$ cat src/rtl/alu_operand_collector.sv
// Collects A/B operand beats for one ALU command and issues them together as a single registered transaction.
// Optional macro ALU_COLLECT_TIMEOUT_EN: issue a partial operand set after TIMEOUT cycles in WAIT.
module alu_operand_collector #(
    parameter int DATA_WIDTH = 8,
    parameter int CMD_WIDTH  = 4,
    parameter int TIMEOUT    = 16
) (
    input  logic                  clk,
    input  logic                  rst,
    input  logic                  CE,
    input  logic [1:0]            in_valid,
    input  logic [DATA_WIDTH-1:0] in_opa,
    input  logic [DATA_WIDTH-1:0] in_opb,
    input  logic [CMD_WIDTH-1:0]  in_cmd,
    input  logic                  in_mode,
    input  logic                  in_cin,
    output logic [DATA_WIDTH-1:0] OPA,
    output logic [DATA_WIDTH-1:0] OPB,
    output logic [CMD_WIDTH-1:0]  CMD,
    output logic                  MODE,
    output logic                  CIN,
    output logic [1:0]            INP_VALID,
    output logic                  issue,
    output logic                  timeout_err,
    output logic                  busy
);
    if (TIMEOUT < 1) begin : g_bad_timeout
        $error("TIMEOUT must be at least 1");
    end

    typedef enum logic [1:0] {S_IDLE, S_WAIT, S_ISSUE} state_t;

    state_t                state_q, state_d;
    logic [1:0]            have_q, have_d;
    logic [DATA_WIDTH-1:0] a_q, a_d, b_q, b_d;
    logic [CMD_WIDTH-1:0]  cmd_q, cmd_d;
    logic                  mode_q, mode_d, cin_q, cin_d;
    logic [DATA_WIDTH-1:0] opa_q, opa_d, opb_q, opb_d;
    logic [CMD_WIDTH-1:0]  ocmd_q, ocmd_d;
    logic                  omode_q, omode_d, ocin_q, ocin_d;
    logic [1:0]            inpv_q, inpv_d;
    logic                  issue_q, issue_d, busy_q, busy_d;
    logic [1:0]            need_new, need_held;
`ifdef ALU_COLLECT_TIMEOUT_EN
    localparam int CNT_W = $clog2(TIMEOUT + 1);
    logic [CNT_W-1:0]      cnt_q, cnt_d;
    logic                  tmo_q, tmo_d;
`endif

    // Returns {B needed, A needed} for a command.
    function automatic logic [1:0] need_f(input logic mode, input logic [CMD_WIDTH-1:0] cmd);
        logic [31:0] c;
        logic [1:0]  r;
        c = 32'(cmd);
        r = 2'b00;
        if (mode) begin
            if (c <= 32'd3 || (c >= 32'd8 && c <= 32'd10)) r = 2'b11;
            else if (c == 32'd4 || c == 32'd5)             r = 2'b01;
            else if (c == 32'd6 || c == 32'd7)             r = 2'b10;
        end else begin
            if (c <= 32'd5 || c == 32'd12 || c == 32'd13)        r = 2'b11;
            else if (c == 32'd6 || c == 32'd8 || c == 32'd9)     r = 2'b01;
            else if (c == 32'd7 || c == 32'd10 || c == 32'd11)   r = 2'b10;
        end
        return r;
    endfunction

    assign need_new  = need_f(in_mode, in_cmd);
    assign need_held = need_f(mode_q, cmd_q);

    always_comb begin
        state_d = state_q;
        have_d  = have_q;
        a_d     = a_q;
        b_d     = b_q;
        cmd_d   = cmd_q;
        mode_d  = mode_q;
        cin_d   = cin_q;
        opa_d   = opa_q;
        opb_d   = opb_q;
        ocmd_d  = ocmd_q;
        omode_d = omode_q;
        ocin_d  = ocin_q;
        inpv_d  = 2'b00;
        issue_d = 1'b0;
        busy_d  = busy_q;
`ifdef ALU_COLLECT_TIMEOUT_EN
        cnt_d   = cnt_q;
        tmo_d   = 1'b0;
`endif
        if (CE) begin
            case (state_q)
                S_IDLE: begin
                    if (in_valid != 2'b00) begin
                        cmd_d  = in_cmd;
                        mode_d = in_mode;
                        cin_d  = in_cin;
                        have_d = in_valid;
                        // An operand not offered at acceptance starts from zero, not a stale value.
                        a_d    = in_valid[0] ? in_opa : '0;
                        b_d    = in_valid[1] ? in_opb : '0;
                        if ((in_valid & need_new) == need_new) begin
                            state_d = S_ISSUE;
                        end else begin
                            state_d = S_WAIT;
`ifdef ALU_COLLECT_TIMEOUT_EN
                            cnt_d   = '0;
`endif
                        end
                    end
                end
                S_WAIT: begin
                    if (in_valid[0] && !have_q[0]) a_d = in_opa;
                    if (in_valid[1] && !have_q[1]) b_d = in_opb;
                    have_d = have_q | in_valid;
                    if ((have_d & need_held) == need_held) begin
                        state_d = S_ISSUE;
                    end
`ifdef ALU_COLLECT_TIMEOUT_EN
                    else if (cnt_q == CNT_W'(TIMEOUT - 1)) begin
                        state_d = S_ISSUE;
                        tmo_d   = 1'b1;
                    end else begin
                        cnt_d = cnt_q + 1'b1;
                    end
`endif
                end
                S_ISSUE: state_d = S_IDLE;
                default: state_d = S_IDLE;
            endcase
            busy_d = (state_d != S_IDLE);
            if (state_d == S_ISSUE) begin
                issue_d = 1'b1;
                inpv_d  = have_d;
                opa_d   = a_d;
                opb_d   = b_d;
                ocmd_d  = cmd_d;
                omode_d = mode_d;
                ocin_d  = cin_d;
            end
        end
    end

    always_ff @(posedge clk) begin
        if (rst) begin
            state_q <= S_IDLE;
            have_q  <= '0;
            a_q     <= '0;
            b_q     <= '0;
            cmd_q   <= '0;
            mode_q  <= 1'b0;
            cin_q   <= 1'b0;
            opa_q   <= '0;
            opb_q   <= '0;
            ocmd_q  <= '0;
            omode_q <= 1'b0;
            ocin_q  <= 1'b0;
            inpv_q  <= 2'b00;
            issue_q <= 1'b0;
            busy_q  <= 1'b0;
`ifdef ALU_COLLECT_TIMEOUT_EN
            cnt_q   <= '0;
            tmo_q   <= 1'b0;
`endif
        end else begin
            state_q <= state_d;
            have_q  <= have_d;
            a_q     <= a_d;
            b_q     <= b_d;
            cmd_q   <= cmd_d;
            mode_q  <= mode_d;
            cin_q   <= cin_d;
            opa_q   <= opa_d;
            opb_q   <= opb_d;
            ocmd_q  <= ocmd_d;
            omode_q <= omode_d;
            ocin_q  <= ocin_d;
            inpv_q  <= inpv_d;
            issue_q <= issue_d;
            busy_q  <= busy_d;
`ifdef ALU_COLLECT_TIMEOUT_EN
            cnt_q   <= cnt_d;
            tmo_q   <= tmo_d;
`endif
        end
    end

    assign OPA       = opa_q;
    assign OPB       = opb_q;
    assign CMD       = ocmd_q;
    assign MODE      = omode_q;
    assign CIN       = ocin_q;
    assign INP_VALID = inpv_q;
    assign issue     = issue_q;
    assign busy      = busy_q;
`ifdef ALU_COLLECT_TIMEOUT_EN
    assign timeout_err = tmo_q;
`else
    assign timeout_err = 1'b0;
`endif
endmodule

$ cat config.mk
export PLATFORM = sky130hd
export DESIGN_NAME = alu_operand_collector
export DESIGN_NICKNAME = d
export VERILOG_FILES = /design/src/rtl/alu_operand_collector.sv
export SDC_FILE = /design/constraint.sdc
export NUM_CORES = 1
export LEC_CHECK = 0
export CAP_MARGIN = 20
export CORE_ASPECT_RATIO = 0.9
export CORE_UTILIZATION = 35
export DETAILED_ROUTE_END_ITERATION = 8
export GPL_TIMING_DRIVEN = 0
export SLEW_MARGIN = 15
export SYNTH_ARGS = -nofsm -noshare
export SYNTH_HDL_FRONTEND = slang
export SYNTH_SLANG_ARGS = --single-unit
$ cat constraint.sdc
create_clock -name clk -period 4.7 [get_ports clk]
set_clock_uncertainty 0.15 [all_clocks]
set_input_delay 0.47 -clock clk [delete_from_list [all_inputs] [get_ports clk]]
set_output_delay 0.47 -clock clk [all_outputs]
set_load 0.02 [all_outputs]
==> impl_metrics.json, run 1 <==
{
  "placed_cell_area_mm2": 0.00336,
  "min_period_ps": 2880,
  "syn_nets": 339,
  "cts_resized": 0,
  "crit_fanout": 10,
  "fin_crit_sh_pct": 61.3,
  "synthArstFlopShare_pct": 0,
  "max_freq_mhz": 347,
  "maxCapViolCount": 0,
  "synth-compound-area-share_pct": 20.1,
  "first_pass_iters": 4,
  "mappedNetlistArea_mm2": 0.00274,
  "overflow": 0,
  "postRouteWirelength_um": 6980,
  "dp.cells": 458,
  "cp.required_ps": 4750,
  "power-per-cell-area_mw_per_mm2": 298,
  "synth_cell_types": 50,
  "finalSetupViolCount": 0,
  "stdcell_area_mm2": 0.00345,
  "synth.avg_cell_area_um2": 8.78,
  "worst_pin_slew_ps": 923,
  "row_count": 30,
  "power.total_mw": 1.03,
  "clockBufferDepth": 2,
  "rsz0062_at_grt": "no",
  "synth_edf_count": 0,
  "status": "completed",
  "cts_tree": "done",
  "synth_top_cell_by_area": "dfxtp_1",
  "synth_seq_cells": 52,
  "syn-instance-count": 312,
  "die_area_mm2": 0.00818,
  "ios": 54,
  "synthMuxAreaShare_pct": 14.8,
  "pre_cts_ws_ps": 1510,
  "grt_pass1_wl_um": 11600,
  "num_antenna_cells": 0,
  "fp.coreArea_mm2": 0.00754,
  "synth_ff_type": "dfxtp_1",
  "synth_top_area_share_pct": 38.0,
  "die_x_um": 95.2,
  "place_congestion": 0.806,
  "h-tree-depth": 2,
  "min_path_type": "reg2reg",
  "drive_above_1_share_pct": 11.1,
  "final_cells": 466,
  "r2r_cells": 6,
  "portBuffers": 50,
  "p_leak_nw": 1.38,
  "mostFrequentLayoutCells": "nor2_1 (58), dfxtp_1 (52), clkdlybuf4s50_1 (50), nand2_1 (20)",
  "grt_antenna_before_repair": 0,
  "drc": 0,
  "cp.arrival_ps": 2930,
  "clock_latency_ps": 300,
  "hpwl_um": 5020,
  "ys_seq_area_share_pct": 38.0,
  "synth_top_family_by_area": "simple AND/OR/NAND/NOR gates",
  "die_h_um": 85.9,
  "area_delta_synth_final_pct": 26.1,
  "final_common_cell": "nor2_1",
  "grt_max_degree": 16,
  "synthSimpleGateAreaFrac_pct": 21.0,
  "final_nets": 396,
  "wl_per_cell_um": 15.0,
  "numCtsBuffers": 5,
  "tns_ps": 0,
  "worstSetupEndpointType": "flop",
  "synth_adder_area_share_pct": 0,
  "clkSinkCount": 52,
  "slew_headroom_pct": 38.1,
  "num_vias": 2405,
  "synth_xor_area_share_pct": 0,
  "path_class": "in2reg",
  "cts.clk_slew.worst_paths_ps": 100,
  "fin_ws_ps": 1820,
  "final.fill_count": 756,
  "track_usage_pct": 18.3,
  "cts_setup_buffers": 0,
  "maxSlewViolCount": 0,
  "cts_hold_buf": 0,
  "yosysWarnings": 0,
  "grt_pass1_vias": 2219,
  "initial_core_util_pct": 36.3,
  "start_kind": "input pin",
  "viasPerCell": 5.16,
  "ir_worst_vdd_mv": 0.124,
  "hold_violations": 0,
  "drtIter0Drc": 126,
  "cts_root_buf": "clkbuf_8",
  "min_path_cells": 2,
  "whs_ps": 312,
  "ant_nets": 0,
  "final_core_util_pct": 45.8,
  "synth.top_cells.by_area": "dfxtp_1 (38%), nor2_1 (7.9%), mux2i_1 (6.9%)"
}
[state kept, by name, summed over array words and instances (netlist names)]
register   flops
issue          1
mode_q         1
OPA            8
MODE           1
a_q            8
INP_VALID      2
state_q        2
b_q            8
cmd_q          4
OPB            8
CIN            1
busy           1
have_q         2
CMD            4
cin_q          1
[worst paths after layout]
check	start	to	slack, ps
worst min register to register	OPA[2]	OPA[2]	310
worst min-delay path	OPA[2]	OPA[2]	310
worst max-delay path	in_valid[1]	OPB[4]	1820
worst max register to register	have_q[1]	OPB[4]	2130
[synthesized netlist by cell type (all sizes together) (2+ instances only)]
master,n
nor2,58
dfxtp,52
nand2,20
mux2i,19
nor2b,19
clkbuf,17
mux2,16
a21oi,15
inv,10
a211oi,9
a22oi,9
a32oi,9
a211o,7
buf,7
o22ai,7
nand2b,5
nor3,4
a21boi,2
nand3,2
o41ai,2
or4,2
[cell families (layout without fill, tap and decap cells)]
logic type,count (synthesis),count (layout)
simple gates,119,119
compound gates,71,71
flops,52,52
mux,35,35
buf+inv,34,92
other cells,1,1
[critical path, cell delays in order]
cell             delay [ps]
clkdlybuf4s50_1         530
buf_2                   250
nor2_1                  120
nor3_2                  750
a32oi_4                 250
buf_12                  250
mux2_4                  290
[metal layers]
layer,part of all wire [%],global-route usage [%],vias up,wire [um]
met2,43,27.6,47,3030
li1,-,-,1216,-
met4,0.52,3.99,0,36
met5,0,0,-,0
met1,52,27.2,1140,3630
met3,4.0,2.84,2,276
[power by group]
part / total (mW) / switching, mW / internal (mW)
clock: 0.270 / 0.150 / 0.120
combinational: 0.274 / 0.147 / 0.126
sequential: 0.487 / 0.0181 / 0.469
[layout make-up]
class                      instances  area, um^2  area share (%)
clock inverter                     1        7.51           0.217
multi-input combinational        226        1530            44.3
inverter                          10        37.5            1.09
buffer                            24         129            3.73
tap                               96         120            3.48
clock buffer                       7        86.3            2.50
timing repair buffer              50         500            14.5
sequential                        52        1040            30.1
(Power assumes the default switching activity.)
==> run 2: changes to the inputs <==
clock period = 3 ns   (was 4.7 ns; I/O delays follow)
==> results of run 2 <==
Same layout as run 1 (identical final DEF). Status: completed.
Among the figures that moved: setup slack after placement 1510 ps -> -22.3 ps; setup slack after layout 1820 ps -> 288 ps; hold slack 312 ps -> 272 ps; register-to-register setup slack 2130 ps -> 430 ps; end point of the worst hold path OPA[2] -> mode_q; total power 1.03 mW -> 1.61 mW; worst IR drop on VDD 0.124 mV -> 0.194 mV
